<file path="src/rtl/cpu_program_loader.sv">
// Byte-stream program/data loader feeding an IMEM and a DMEM, holding the CPU in halt during a burst.
// Optional build macro LOADER_CHECKSUM_EN adds the running XOR checksum register; otherwise checksum reads 0.
module cpu_program_loader #(
   parameter int ADDR_W      = 5,
   parameter int INSTR_BYTES = 2
) (
   input  logic                       clk,
   input  logic                       reset,
   input  logic                       load,
   input  logic                       is_instruction,
   input  logic [ADDR_W-1:0]          start_address,
   input  logic [7:0]                 load_byte,
   input  logic                       load_valid,
   output logic                       load_ready,
   output logic                       cpu_halt,
   output logic                       load_done,
   output logic [ADDR_W:0]            load_count,
   output logic                       load_ovf,
   output logic                       load_partial,
   output logic [7:0]                 checksum,
   input  logic [ADDR_W-1:0]          imem_addr,
   output logic [8*INSTR_BYTES-1:0]   imem_rdata,
   input  logic [ADDR_W-1:0]          dmem_raddr,
   output logic [7:0]                 dmem_rdata,
   input  logic                       dmem_we,
   input  logic [ADDR_W-1:0]          dmem_waddr,
   input  logic [7:0]                 dmem_wdata,
   output logic                       state_dbg
);
   localparam int IW    = 8 * INSTR_BYTES;
   localparam int DEPTH = 1 << ADDR_W;
   localparam int BI_W  = (INSTR_BYTES > 1) ? $clog2(INSTR_BYTES) : 1;

   // Handshake: a byte transfers on a rising edge where load_valid and load_ready are both high;
   // load_ready never depends on load_valid, and an offered byte that is not accepted is simply lost.

   typedef enum logic {S_IDLE = 1'b0, S_LOAD = 1'b1} state_t;

   state_t            state_q, state_d;
   logic              load_q, load_d;
   logic              tgt_q, tgt_d;
   logic [ADDR_W-1:0] addr_q, addr_d;
   logic [BI_W-1:0]   idx_q, idx_d;
   logic [IW-1:0]     pack_q, pack_d;
   logic [ADDR_W:0]   count_q, count_d;
   logic              ovf_q, ovf_d;
   logic              partial_q, partial_d;
   logic              done_q, done_d;
`ifdef LOADER_CHECKSUM_EN
   logic [7:0]        checksum_q, checksum_d;
`endif

   logic [IW-1:0]     imem_mem [DEPTH];
   logic [7:0]        dmem_mem [DEPTH];
   logic [IW-1:0]     imem_rdata_q;
   logic [7:0]        dmem_rdata_q;
   logic [IW-1:0]     word_w;
   logic              ready_c, accept_c, imem_wr, ld_dmem_wr;

   assign ready_c  = (state_q == S_LOAD) && load && !count_q[ADDR_W];
   assign accept_c = load_valid && ready_c;

   always_comb begin
      state_d    = state_q;
      load_d     = load;
      tgt_d      = tgt_q;
      addr_d     = addr_q;
      idx_d      = idx_q;
      pack_d     = pack_q;
      count_d    = count_q;
      ovf_d      = ovf_q;
      partial_d  = partial_q;
      done_d     = 1'b0;
`ifdef LOADER_CHECKSUM_EN
      checksum_d = checksum_q;
`endif
      imem_wr    = 1'b0;
      ld_dmem_wr = 1'b0;
      word_w     = pack_q;
      word_w[8*int'(idx_q) +: 8] = load_byte;
      case (state_q)
         S_IDLE: begin
            if (load && !load_q) begin
               state_d    = S_LOAD;
               tgt_d      = is_instruction;
               addr_d     = start_address;
               idx_d      = '0;
               pack_d     = '0;
               count_d    = '0;
               ovf_d      = 1'b0;
               partial_d  = 1'b0;
`ifdef LOADER_CHECKSUM_EN
               checksum_d = 8'h00;
`endif
            end
         end
         S_LOAD: begin
            if (!load) begin
               // Leftover bytes of an unfinished instruction are dropped, only flagged.
               state_d   = S_IDLE;
               done_d    = 1'b1;
               partial_d = (idx_q != '0);
            end else begin
               if (load_valid && count_q[ADDR_W]) ovf_d = 1'b1;
               if (accept_c) begin
`ifdef LOADER_CHECKSUM_EN
                  checksum_d = checksum_q ^ load_byte;
`endif
                  if (tgt_q) begin
                     pack_d = word_w;
                     if (idx_q == BI_W'(INSTR_BYTES - 1)) begin
                        imem_wr = 1'b1;
                        idx_d   = '0;
                        addr_d  = addr_q + 1'b1;
                        count_d = count_q + 1'b1;
                     end else begin
                        idx_d = idx_q + 1'b1;
                     end
                  end else begin
                     ld_dmem_wr = 1'b1;
                     addr_d     = addr_q + 1'b1;
                     count_d    = count_q + 1'b1;
                  end
               end
            end
         end
         default: state_d = S_IDLE;
      endcase
   end

   always_ff @(posedge clk) begin
      if (reset) begin
         state_q    <= S_IDLE;
         load_q     <= 1'b0;
         tgt_q      <= 1'b0;
         addr_q     <= '0;
         idx_q      <= '0;
         pack_q     <= '0;
         count_q    <= '0;
         ovf_q      <= 1'b0;
         partial_q  <= 1'b0;
         done_q     <= 1'b0;
`ifdef LOADER_CHECKSUM_EN
         checksum_q <= 8'h00;
`endif
      end else begin
         state_q    <= state_d;
         load_q     <= load_d;
         tgt_q      <= tgt_d;
         addr_q     <= addr_d;
         idx_q      <= idx_d;
         pack_q     <= pack_d;
         count_q    <= count_d;
         ovf_q      <= ovf_d;
         partial_q  <= partial_d;
         done_q     <= done_d;
`ifdef LOADER_CHECKSUM_EN
         checksum_q <= checksum_d;
`endif
      end
   end

   // Loader and CPU never write DMEM in the same cycle: the loader only writes while halted.
   always_ff @(posedge clk) begin
      if (imem_wr) imem_mem[addr_q] <= word_w;
      if (ld_dmem_wr) dmem_mem[addr_q] <= load_byte;
      else if (dmem_we && !cpu_halt) dmem_mem[dmem_waddr] <= dmem_wdata;
   end

   always_ff @(posedge clk) begin
      if (reset) begin
         imem_rdata_q <= '0;
         dmem_rdata_q <= '0;
      end else begin
         imem_rdata_q <= imem_mem[imem_addr];
         dmem_rdata_q <= dmem_mem[dmem_raddr];
      end
   end

   assign load_ready   = ready_c;
   assign cpu_halt     = (state_q == S_LOAD);
   assign state_dbg    = (state_q == S_LOAD);
   assign load_done    = done_q;
   assign load_count   = count_q;
   assign load_ovf     = ovf_q;
   assign load_partial = partial_q;
   assign imem_rdata   = imem_rdata_q;
   assign dmem_rdata   = dmem_rdata_q;
`ifdef LOADER_CHECKSUM_EN
   assign checksum     = checksum_q;
`else
   assign checksum     = 8'h00;
`endif
endmodule

</file>
<file path="config.mk">
export PLATFORM = sky130hd
export DESIGN_NAME = cpu_program_loader
export DESIGN_NICKNAME = d
export VERILOG_FILES = /design/src/rtl/cpu_program_loader.sv
export SDC_FILE = /design/constraint.sdc
export NUM_CORES = 1
export LEC_CHECK = 0
export ABC_AREA = 1
export ABC_CLOCK_PERIOD_IN_PS = 2550
export CAP_MARGIN = 20
export CORE_ASPECT_RATIO = 1.75
export CORE_UTILIZATION = 34
export DETAILED_ROUTE_END_ITERATION = 10
export PLACE_DENSITY_LB_ADDON = 0.05
export SLEW_MARGIN = 20
export SYNTH_ARGS = -nofsm -noshare
export SYNTH_HDL_FRONTEND = slang
export SYNTH_SLANG_ARGS = --single-unit
</file>
<file path="constraint.sdc">
create_clock -name clk -period 2.55 [get_ports clk]
set_input_delay 0.255 -clock clk [delete_from_list [all_inputs] [get_ports clk]]
set_output_delay 0.255 -clock clk [all_outputs]
set_load 0.01 [all_outputs]
</file>
==> flow_summary.html, run 1 <==
<table>
<tr><th>Metric</th><th>Value</th></tr>
<tr><th colspan="2">STA</th></tr>
<tr><td>Fmax</td><td>0.429 GHz</td></tr>
<tr><td>Share of the clock period used by the worst path</td><td>91.5%</td></tr>
<tr><td>Setup violations, final</td><td>0</td></tr>
<tr><td>Final Hold Violating Endpoints</td><td>0</td></tr>
<tr><td>Slew @ Worst Pin</td><td>810 ps</td></tr>
<tr><td>Worst-case hold slack</td><td>284 ps</td></tr>
<tr><td>RSZ-0062 raised after global routing</td><td>false</td></tr>
<tr><td>Final-layout setup total negative slack</td><td>0 ps</td></tr>
<tr><td>Final clock skew</td><td>25.3 ps</td></tr>
<tr><td>Slew margin rel.</td><td>45.4%</td></tr>
<tr><td>Max-slew violation total from the final report</td><td>0</td></tr>
<tr><td>Minimum clock period</td><td>2330 ps</td></tr>
<tr><th colspan="2">Final layout</th></tr>
<tr><td>N_diodes</td><td>0</td></tr>
<tr><td>Net total in the final layout</td><td>3190</td></tr>
<tr><td>Summed area of non-filler cells in the final layout</td><td>40000 sq um</td></tr>
<tr><td>Ratio of cells with drive above 1 in the final layout</td><td>10.5%</td></tr>
<tr><td>Area overhead of the layout relative to synthesis</td><td>18.3%</td></tr>
<tr><td>Post-layout util</td><td>40.7%</td></tr>
<tr><th colspan="2">Clock tree</th></tr>
<tr><td>Buffer count from post-CTS setup fixing</td><td>0</td></tr>
<tr><td>Library cell used as clock root buffer</td><td>sky130_fd_sc_hd__clkbuf_16</td></tr>
<tr><td>Post-cts resize count</td><td>0</td></tr>
<tr><td>Number of buffers on the longest clock path</td><td>3</td></tr>
<tr><td>Number of buffers created by CTS</td><td>81</td></tr>
<tr><td>Cts-stage hold buffer count</td><td>0</td></tr>
<tr><td>Clock tree from TritonCTS</td><td>done</td></tr>
<tr><td>Skew-Pair Late Insertion Delay</td><td>670 ps</td></tr>
<tr><td>Clk slew on worst S/H paths</td><td>60 ps</td></tr>
<tr><td>CTS H-Tree Depth</td><td>3</td></tr>
<tr><td>CTS sink count</td><td>826</td></tr>
<tr><th colspan="2">Global routing</th></tr>
<tr><td>Busiest layer in global routing</td><td>met2</td></tr>
<tr><td>Largest net degree at the start of global routing</td><td>116</td></tr>
<tr><td>GR Util met1</td><td>22.9%</td></tr>
<tr><td>Wire length of the first global-routing pass</td><td>157000 um</td></tr>
<tr><td>Global-route met2 utilization</td><td>42.2%</td></tr>
<tr><td>Total overflow reported by the global router</td><td>0</td></tr>
<tr><td>Met3 Use GR</td><td>2.35%</td></tr>
<tr><td>Initial antenna violation count</td><td>0</td></tr>
<tr><td>Via count of the first global-routing pass</td><td>23400</td></tr>
<tr><td>Total global-route track usage</td><td>21.9%</td></tr>
<tr><th colspan="2">Min path</th></tr>
<tr><td>Type of the most critical hold path</td><td>primary input to register</td></tr>
<tr><td>Min-delay src</td><td>start_address[1]</td></tr>
<tr><th colspan="2">Routing</th></tr>
<tr><td>Count of vias placed by the detailed router</td><td>22400</td></tr>
<tr><td>Antenna Nets Post-Route</td><td>0</td></tr>
<tr><td>Via/cell ratio</td><td>4.95</td></tr>
<tr><td>Overall routed net length</td><td>109000 um</td></tr>
<tr><td>Average wire per cell in the routed design</td><td>24.1 um</td></tr>
<tr><td>Initial detailed-routing violation count</td><td>1495</td></tr>
<tr><td>DRC violations left</td><td>0</td></tr>
<tr><td>DR pass1 iterations</td><td>5</td></tr>
<tr><th colspan="2">Setup path</th></tr>
<tr><td>Critical Path Source</td><td>cpu_halt$_SDFF_PP0_</td></tr>
<tr><td>Critical Path RT</td><td>2300 ps</td></tr>
<tr><td>Worst Path Class, Setup</td><td>register to output port</td></tr>
<tr><td>Category of the worst setup path launch point</td><td>register</td></tr>
<tr><td>Maximum fanout along the worst path</td><td>27</td></tr>
<tr><td>Critical register-to-register path startpoint</td><td>cpu_halt$_SDFF_PP0_</td></tr>
<tr><td>Critical path endpoint category</td><td>output port</td></tr>
<tr><td>Crit path arrival time</td><td>2080 ps</td></tr>
<tr><th colspan="2">Synthesis</th></tr>
<tr><td>Number of flops mapped to enable cells by yosys</td><td>768</td></tr>
<tr><td>Total standard cell area after synthesis</td><td>33800 sq um</td></tr>
<tr><td>Yosys warnings</td><td>0</td></tr>
<tr><td>Most instantiated flip-flop cell in the synthesis netlist</td><td>sky130_fd_sc_hd__edfxtp_1</td></tr>
<tr><td>Most frequently used cell type in the post-synthesis netlist</td><td>sky130_fd_sc_hd__nand2_1</td></tr>
<tr><td>Post-synthesis async set-or-reset flop share</td><td>0%</td></tr>
<tr><td>Number of distinct library cells after synthesis</td><td>35</td></tr>
<tr><td>Syn Area/Cell</td><td>11.3 sq um</td></tr>
<tr><td>Yosys top cell area share</td><td>68.1%</td></tr>
<tr><td>Fraction of the yosys area taken by sequential cells</td><td>71.6%</td></tr>
<tr><td>Most area-consuming cells after synthesis</td><td>sky130_fd_sc_hd__edfxtp_1 (68%), sky130_fd_sc_hd__nand2_1 (11%), sky130_fd_sc_hd__nand3_1 (8.3%)</td></tr>
<tr><td>Leading post-synthesis cells by instance count</td><td>sky130_fd_sc_hd__nand2_1 (1011), sky130_fd_sc_hd__edfxtp_1 (768), sky130_fd_sc_hd__nand3_1 (559)</td></tr>
<tr><td>Post-Syn Instances</td><td>3002</td></tr>
<tr><td>Top cell type by total area after synthesis</td><td>sky130_fd_sc_hd__edfxtp_1</td></tr>
<tr><td>Register bit total from synthesis</td><td>826</td></tr>
<tr><th colspan="2">Pwr</th></tr>
<tr><td>Leakage dissipation</td><td>14.6 nW</td></tr>
<tr><td>Peak supply drop</td><td>0.000506 V</td></tr>
<tr><td>PD cells</td><td>756 nW/um^2</td></tr>
<tr><th colspan="2">Place</th></tr>
<tr><td>Half-perimeter wire length of the detailed placement result</td><td>70400 um</td></tr>
<tr><td>Total of buffers placed on input and output ports</td><td>77</td></tr>
<tr><td>Placed Area</td><td>37300 sq um</td></tr>
<tr><td>Final weighted congestion of routability-driven global placement</td><td>0.885</td></tr>
<tr><th colspan="2">Die</th></tr>
<tr><td>Cell Rows</td><td>152</td></tr>
<tr><td>Number of top-level pins</td><td>86</td></tr>
<tr><td>Die height</td><td>419 um</td></tr>
<tr><td>Starting utilization of the core area</td><td>34.4%</td></tr>
<tr><td>Floorplan die area</td><td>101000 sq um</td></tr>
<tr><td>Die width</td><td>241 um</td></tr>
<tr><td>Core area</td><td>98300 sq um</td></tr>
<tr><th colspan="2">Flow run</th></tr>
<tr><td>Count of max-cap constraint violations</td><td>0</td></tr>
<tr><th colspan="2">Run status</th></tr>
<tr><td>Status</td><td>finished, final reports clean</td></tr>
</table>
-- layout by cell type (no fill, tap or decap), types with 14 or more instances in the layout --
master                            netlist  routed
sky130_fd_sc_hd__nand2_1             1011    1011
sky130_fd_sc_hd__clkinv_1               4      26
sky130_fd_sc_hd__dfxtp_1               58      58
sky130_fd_sc_hd__nand3_1              559     559
sky130_fd_sc_hd__o21ai_2                3      19
sky130_fd_sc_hd__buf_4                 19     103
sky130_fd_sc_hd__a21oi_1               38      30
sky130_fd_sc_hd__clkdlybuf4s50_1        0      72
sky130_fd_sc_hd__clkbuf_16              0      81
sky130_fd_sc_hd__o21ai_0               78      62
sky130_fd_sc_hd__inv_1                 26      25
sky130_fd_sc_hd__nor2_1               225     217
sky130_fd_sc_hd__bufinv_16              0      14
sky130_fd_sc_hd__buf_12                 0      60
sky130_fd_sc_hd__edfxtp_1             768     768
-- metal layers --
layer  wire length, um  up-vias
met5                 0        -
met3              3410      192
met2             60700      494
met1             39500    11000
li1                  -    10700
met4              5480        0
-- final cells by class --
cell class | count | area [sq um]
clock inverter | 57 | 671
tap | 1309 | 1640
timing repair buffer | 238 | 2720
sequential | 826 | 24200
clock buffer | 93 | 2070
inverter | 37 | 158
multi-input combinational | 1959 | 8550
fill | 9527 | 58300
-- flip-flops by register name (all words and copies together) (netlist names), 5 cells and up --
name	flops
dmem_mem	256
imem_rdata	16
dmem_rdata	8
addr_q	5
imem_mem	512
pack_q	16
load_count	6
-- through the flow --
| step | instances | setup WS (ps) | total power [mW] |
|---|---|---|---|
| 2_1_floorplan | 3009 | 85.1 | 16.7 |
| 3_3_place_gp | 4369 | 111 | 18.0 |
| 3_5_place_dp | 4369 | 58.0 | 18.0 |
| 4_1_cts | 4519 | 142 | 30.7 |
| 5_1_grt | 4519 | 118 | 31.2 |
| 6_report | 4519 | 216 | 30.3 |
-- logic make-up after synthesis --
logic type,after synthesis,share of synthesized area [%]
AO/OA/AOI/OAI,138,2.17
XOR/XNOR,3,0.0776
adder cells (fa/ha/maj),5,0.185
buffers and inverters,224,3.75
flip-flops,826,71.6
other,1,0.0111
AND/OR/NAND/NOR,1805,22.2
-- worst max-delay path, stage by stage (launching register included) --
cell and delay [ps]:
sky130_fd_sc_hd__dfxtp_1 430, sky130_fd_sc_hd__buf_4 360, sky130_fd_sc_hd__clkdlybuf4s50_1 610
-- power breakdown --
part | internal (mW) | switching [mW] | total [mW]
logic | 0.713 | 1.88 | 2.59
registers | 15.0 | 0.0466 | 15.1
clock network | 7.28 | 5.32 | 12.6
-- path summary, 6_finish.rpt --
kind	end	slack, ps	cells after the start
max	cpu_halt	220	2
max reg2reg	imem_mem[28][10]$_DFFE_PP_	470	8
min reg2reg	pack_q[11]$_SDFFE_PP0P_	470	2
min	addr_q[1]$_SDFFE_PP0P_	280	3
(Power assumes the default switching activity.)
==> run 2: changes to the inputs <==
--- a/config.mk
+++ b/config.mk
@@ -6,7 +6,6 @@
 export NUM_CORES = 1
 export LEC_CHECK = 0
 export ABC_AREA = 1
-export ABC_CLOCK_PERIOD_IN_PS = 2550
 export CAP_MARGIN = 20
 export CORE_ASPECT_RATIO = 1.75
 export CORE_UTILIZATION = 34
==> results of run 2 <==
The final DEF is identical to that of run 1; final timing and power are the same.
==> run 3: changes to the inputs <==
--- a/config.mk
+++ b/config.mk
@@ -11,6 +11,7 @@
 export CORE_UTILIZATION = 34
 export DETAILED_ROUTE_END_ITERATION = 10
 export PLACE_DENSITY_LB_ADDON = 0.05
+export REMOVE_ABC_BUFFERS = 1
 export SLEW_MARGIN = 20
 export SYNTH_ARGS = -nofsm -noshare
 export SYNTH_HDL_FRONTEND = slang
==> flow_summary.html, run 3 (synthesized netlist as in run 1, its figures left out) <==
<table>
<tr><th>Metric</th><th>Value</th></tr>
<tr><th colspan="2">STA</th></tr>
<tr><td>Final Hold Violating Endpoints</td><td>0 (unchanged)</td></tr>
<tr><td>RSZ-0062 raised after global routing</td><td>false (unchanged)</td></tr>
<tr><td>Final-layout setup total negative slack</td><td>0 ps (unchanged)</td></tr>
<tr><td>Slew @ Worst Pin</td><td>964 ps (was 810 ps)</td></tr>
<tr><td>Share of the clock period used by the worst path</td><td>89.9% (was 91.5%)</td></tr>
<tr><td>Smallest setup slack after layout</td><td>257 ps (was 216 ps)</td></tr>
<tr><td>Minimum clock period</td><td>2290 ps (was 2330 ps)</td></tr>
<tr><td>Fmax</td><td>0.436 GHz (was 0.429 GHz)</td></tr>
<tr><td>Setup violations, final</td><td>0 (unchanged)</td></tr>
<tr><td>Final clock skew</td><td>19.0 ps (was 25.3 ps)</td></tr>
<tr><td>Slew margin rel.</td><td>35.6% (was 45.4%)</td></tr>
<tr><td>Max-slew violation total from the final report</td><td>0 (unchanged)</td></tr>
<tr><td>Worst-case hold slack</td><td>292 ps (was 284 ps)</td></tr>
<tr><th colspan="2">Pwr</th></tr>
<tr><td>Leakage dissipation</td><td>14.7 nW (was 14.6 nW)</td></tr>
<tr><td>Part of the total power dissipated in the clock network</td><td>42.1% (was 41.6%)</td></tr>
<tr><td>Switch share</td><td>23.5% (was 23.9%)</td></tr>
<tr><td>PD cells</td><td>760 nW/um^2 (was 756 nW/um^2)</td></tr>
<tr><td>Cell-internal power</td><td>23.4 mW (was 23.0 mW)</td></tr>
<tr><td>Share of total power in combinational logic</td><td>8.6% (about the same)</td></tr>
<tr><td>Power share of the sequential group</td><td>49.3% (was 49.8%)</td></tr>
<tr><td>Peak supply drop</td><td>0.000542 V (was 0.000506 V)</td></tr>
<tr><td>Switching power total</td><td>7.19 mW (was 7.24 mW)</td></tr>
<tr><th colspan="2">Final layout</th></tr>
<tr><td>Top library cells by usage in the layout, fill and taps aside</td><td>sky130_fd_sc_hd__nand2_1 (1011), sky130_fd_sc_hd__edfxtp_1 (768), sky130_fd_sc_hd__nand3_1 (559), sky130_fd_sc_hd__nor2_1 (221), sky130_fd_sc_hd__buf_4 (102) (was sky130_fd_sc_hd__nand2_1 (1011), sky130_fd_sc_hd__edfxtp_1 (768), sky130_fd_sc_hd__nand3_1 (559), sky130_fd_sc_hd__nor2_1 (217), sky130_fd_sc_hd__buf_4 (103))</td></tr>
<tr><td>Finished Layout Cells</td><td>4525 (was 4519)</td></tr>
<tr><td>Flip-flop count of the largest register after layout</td><td>512 (unchanged)</td></tr>
<tr><td>Number of fillers in the final layout</td><td>9492 (was 9527)</td></tr>
<tr><td>Registers with the most flip-flops</td><td>imem_mem: 512 flops, dmem_mem: 256 flops (unchanged)</td></tr>
<tr><td>Net total in the final layout</td><td>3195 (was 3190)</td></tr>
<tr><td>Register area</td><td>24200 sq um (unchanged)</td></tr>
<tr><td>N_diodes</td><td>0 (unchanged)</td></tr>
<tr><td>Most common cell after layout, fill and taps aside</td><td>sky130_fd_sc_hd__nand2_1 (unchanged)</td></tr>
<tr><td>Multi-input gate area</td><td>8540 sq um (was 8550 sq um)</td></tr>
<tr><td>Largest register by flop count</td><td>imem_mem (unchanged)</td></tr>
<tr><td>Ratio of cells with drive above 1 in the final layout</td><td>10.8% (was 10.5%)</td></tr>
<tr><td>Area overhead of the layout relative to synthesis</td><td>18.8% (was 18.3%)</td></tr>
<tr><th colspan="2">Setup path</th></tr>
<tr><td>Number of buffers and inverters on the critical path</td><td>4 (was 2)</td></tr>
<tr><td>Maximum single-stage delay on the critical path</td><td>400 ps (was 610 ps)</td></tr>
<tr><td>CP max-delay cell</td><td>sky130_fd_sc_hd__dfxtp_1 (was sky130_fd_sc_hd__clkdlybuf4s50_1)</td></tr>
<tr><td>Maximum fanout along the worst path</td><td>16 (was 27)</td></tr>
<tr><td>Critical Path Source</td><td>cpu_halt$_SDFF_PP0_ (unchanged)</td></tr>
<tr><td>Critical register-to-register path startpoint</td><td>cpu_halt$_SDFF_PP0_ (unchanged)</td></tr>
<tr><td>Dominant cell type by count on the critical path</td><td>sky130_fd_sc_hd__buf_4</td></tr>
<tr><td>Category of the worst setup path launch point</td><td>register (unchanged)</td></tr>
<tr><td>Crit path arrival time</td><td>2660 ps (was 2080 ps)</td></tr>
<tr><td>Worst R2R Path Depth</td><td>10 (was 8)</td></tr>
<tr><td>Endpoint of the most critical register-to-register path</td><td>imem_mem[20][12]$_DFFE_PP_ (was imem_mem[28][10]$_DFFE_PP_)</td></tr>
<tr><td>Critical Path RT</td><td>2910 ps (was 2300 ps)</td></tr>
<tr><td>Cells along the critical path</td><td>buf_4 &gt; nand2_4 &gt; nor2_4 &gt; nand2_4 &gt; buf_4 &gt; nor3_2 &gt; nand2_1 &gt; buf_4 &gt; nor2_1 &gt; buf_12 (was buf_4 &gt; clkdlybuf4s50_1)</td></tr>
<tr><td>Internal reg-to-reg setup slack</td><td>260 ps (was 470 ps)</td></tr>
<tr><td>Logic depth of the worst path, buffers included</td><td>10 (was 2)</td></tr>
<tr><td>Kind of cell adding the most delay to the critical path</td><td>simple AND/OR/NAND/NOR gates (was buffers and inverters)</td></tr>
<tr><td>Critical path endpoint category</td><td>register (was output port)</td></tr>
<tr><td>Worst Path Class, Setup</td><td>register to register (was register to output port)</td></tr>
<tr><td>Termination of the worst setup path</td><td>imem_mem[20][12]$_DFFE_PP_ (was cpu_halt)</td></tr>
<tr><th colspan="2">Routing</th></tr>
<tr><td>Overall routed net length</td><td>111000 um (was 109000 um)</td></tr>
<tr><td>Via/cell ratio</td><td>4.94 (was 4.95)</td></tr>
<tr><td>Average wire per cell in the routed design</td><td>24.6 um (was 24.1 um)</td></tr>
<tr><td>DR pass1 iterations</td><td>5 (unchanged)</td></tr>
<tr><td>DRC violations left</td><td>0 (unchanged)</td></tr>
<tr><td>Antenna Nets Post-Route</td><td>0 (unchanged)</td></tr>
<tr><td>Count of vias placed by the detailed router</td><td>22400 (about the same)</td></tr>
<tr><td>Initial detailed-routing violation count</td><td>1449 (was 1495)</td></tr>
<tr><th colspan="2">Global routing</th></tr>
<tr><td>Initial antenna violation count</td><td>0 (unchanged)</td></tr>
<tr><td>Via count of the first global-routing pass</td><td>23300 (was 23400)</td></tr>
<tr><td>Largest net degree at the start of global routing</td><td>89 (was 116)</td></tr>
<tr><td>Total overflow reported by the global router</td><td>0 (unchanged)</td></tr>
<tr><td>Total global-route track usage</td><td>22.3% (was 21.9%)</td></tr>
<tr><td>Wire length of the first global-routing pass</td><td>158000 um (was 157000 um)</td></tr>
<tr><th colspan="2">Clock tree</th></tr>
<tr><td>Number of buffers created by CTS</td><td>82 (was 81)</td></tr>
<tr><td>Clock tree from TritonCTS</td><td>done (unchanged)</td></tr>
<tr><td>CTS sink count</td><td>826 (unchanged)</td></tr>
<tr><td>Cts-stage hold buffer count</td><td>0 (unchanged)</td></tr>
<tr><td>Number of buffers on the longest clock path</td><td>3 (unchanged)</td></tr>
<tr><td>CTS H-Tree Depth</td><td>3 (unchanged)</td></tr>
<tr><td>Buffer count from post-CTS setup fixing</td><td>0 (unchanged)</td></tr>
<tr><td>Library cell used as clock root buffer</td><td>sky130_fd_sc_hd__clkbuf_16 (unchanged)</td></tr>
<tr><td>Skew-Pair Late Insertion Delay</td><td>650 ps (was 670 ps)</td></tr>
<tr><td>Clk slew on worst S/H paths</td><td>60 ps (about the same)</td></tr>
<tr><td>Post-cts resize count</td><td>0 (unchanged)</td></tr>
<tr><th colspan="2">Die</th></tr>
<tr><td>Floorplan die area</td><td>101000 sq um (unchanged)</td></tr>
<tr><td>Die height</td><td>419 um (unchanged)</td></tr>
<tr><td>Starting utilization of the core area</td><td>34.4% (unchanged)</td></tr>
<tr><td>Core area</td><td>98300 sq um (unchanged)</td></tr>
<tr><td>Cell Rows</td><td>152 (unchanged)</td></tr>
<tr><td>Number of top-level pins</td><td>86 (unchanged)</td></tr>
<tr><td>Die width</td><td>241 um (unchanged)</td></tr>
<tr><th colspan="2">Place</th></tr>
<tr><td>Final weighted congestion of routability-driven global placement</td><td>0.863 (was 0.885)</td></tr>
<tr><td>Half-perimeter wire length of the detailed placement result</td><td>73600 um (was 70400 um)</td></tr>
<tr><td>Instance count after placement with tap cells included</td><td>4373 (was 4369)</td></tr>
<tr><td>Placement Setup Slack</td><td>-72.0 ps (was 58.0 ps)</td></tr>
<tr><td>Total of buffers placed on input and output ports</td><td>77 (unchanged)</td></tr>
<tr><th colspan="2">Run status</th></tr>
<tr><td>Status</td><td>finished, final reports clean (unchanged)</td></tr>
<tr><th colspan="2">Flow run</th></tr>
<tr><td>Count of max-cap constraint violations</td><td>0 (unchanged)</td></tr>
<tr><th colspan="2">Min path</th></tr>
<tr><td>Type of the most critical hold path</td><td>primary input to register (unchanged)</td></tr>
</table>
run 3: cell count changes in the layout (fill, tap and decap cells not counted), moves of 2 or more:
cell	previous run	this run
sky130_fd_sc_hd__clkinv_2	11	16
sky130_fd_sc_hd__inv_6	4	2
sky130_fd_sc_hd__buf_12	60	65
sky130_fd_sc_hd__clkinv_1	26	19
sky130_fd_sc_hd__nor2_1	217	221
sky130_fd_sc_hd__clkinvlp_4	4	6
sky130_fd_sc_hd__clkbuf_8	1	4
sky130_fd_sc_hd__clkbuf_16	81	87
sky130_fd_sc_hd__nor2_2	9	5
sky130_fd_sc_hd__clkinv_8	2	0
run 3: routing by layer:
layer,routed length (um),vias to the layer above,global-route usage (%)
li1,-,10700,-
met1,39900,11000,23.0
met2,63000,546,44.1
met3,3330,203,2.20
met4,4980,0,10.7
met5,0,-,0
run 3: worst reg2reg max path: stages (launching register included):
cell	delay (ps)
sky130_fd_sc_hd__dfxtp_1	400
sky130_fd_sc_hd__buf_4	170
sky130_fd_sc_hd__nand2_4	60
sky130_fd_sc_hd__nor2_4	110
sky130_fd_sc_hd__nand2_4	70
sky130_fd_sc_hd__buf_4	160
sky130_fd_sc_hd__nor3_2	250
sky130_fd_sc_hd__nand2_1	100
sky130_fd_sc_hd__buf_4	230
sky130_fd_sc_hd__nor2_1	270
sky130_fd_sc_hd__buf_12	190
run 3: worst min path at each step:
stage / startpoint / end / slack (ps) / depth (start not counted)
final: load_valid / load_ovf$_SDFFE_PP0P_ / 290 / 3
after global routing: load_valid / load_ovf$_SDFFE_PP0P_ / 310 / 3
after CTS: load_valid / load_ovf$_SDFFE_PP0P_ / 240 / 3
after detailed placement: pack_q[7]$_SDFFE_PP0P_ / pack_q[7]$_SDFFE_PP0P_ / 460 / 2
after global placement: pack_q[4]$_SDFFE_PP0P_ / pack_q[4]$_SDFFE_PP0P_ / 450 / 2
after floorplan: reset / cpu_halt$_SDFF_PP0_ / 320 / 1
run 3: layout make-up:
class                      count  share of cell area, %
clock buffer                 101                   5.62
clock inverter                51                   1.45
tap                         1309                   4.07
inverter                      37                  0.392
multi-input combinational   1959                   21.2
timing repair buffer         242                   6.99
sequential                   826                   60.2
run 3: per-stage QoR:
stage / total power, mW / util [%] / area [sq um]
floorplan: 16.4 / - / 32700
global placement: 18.1 / 38.0 / 37400
detailed placement: 18.0 / 38.0 / 37400
CTS: 30.9 / 40.9 / 40200
global route: 31.5 / 40.9 / 40200
finish: 30.6 / 40.9 / 40200
run 3: power by group through the flow:
stage / logic (mW) / registers (mW) / clock network (mW)
floorplan: 1.01 / 15.4 / 0
global placement: 2.69 / 15.4 / 0
detailed placement: 2.69 / 15.4 / 0
CTS: 2.69 / 15.1 / 13.2
global route: 2.84 / 15.1 / 13.6
finish: 2.64 / 15.1 / 12.9
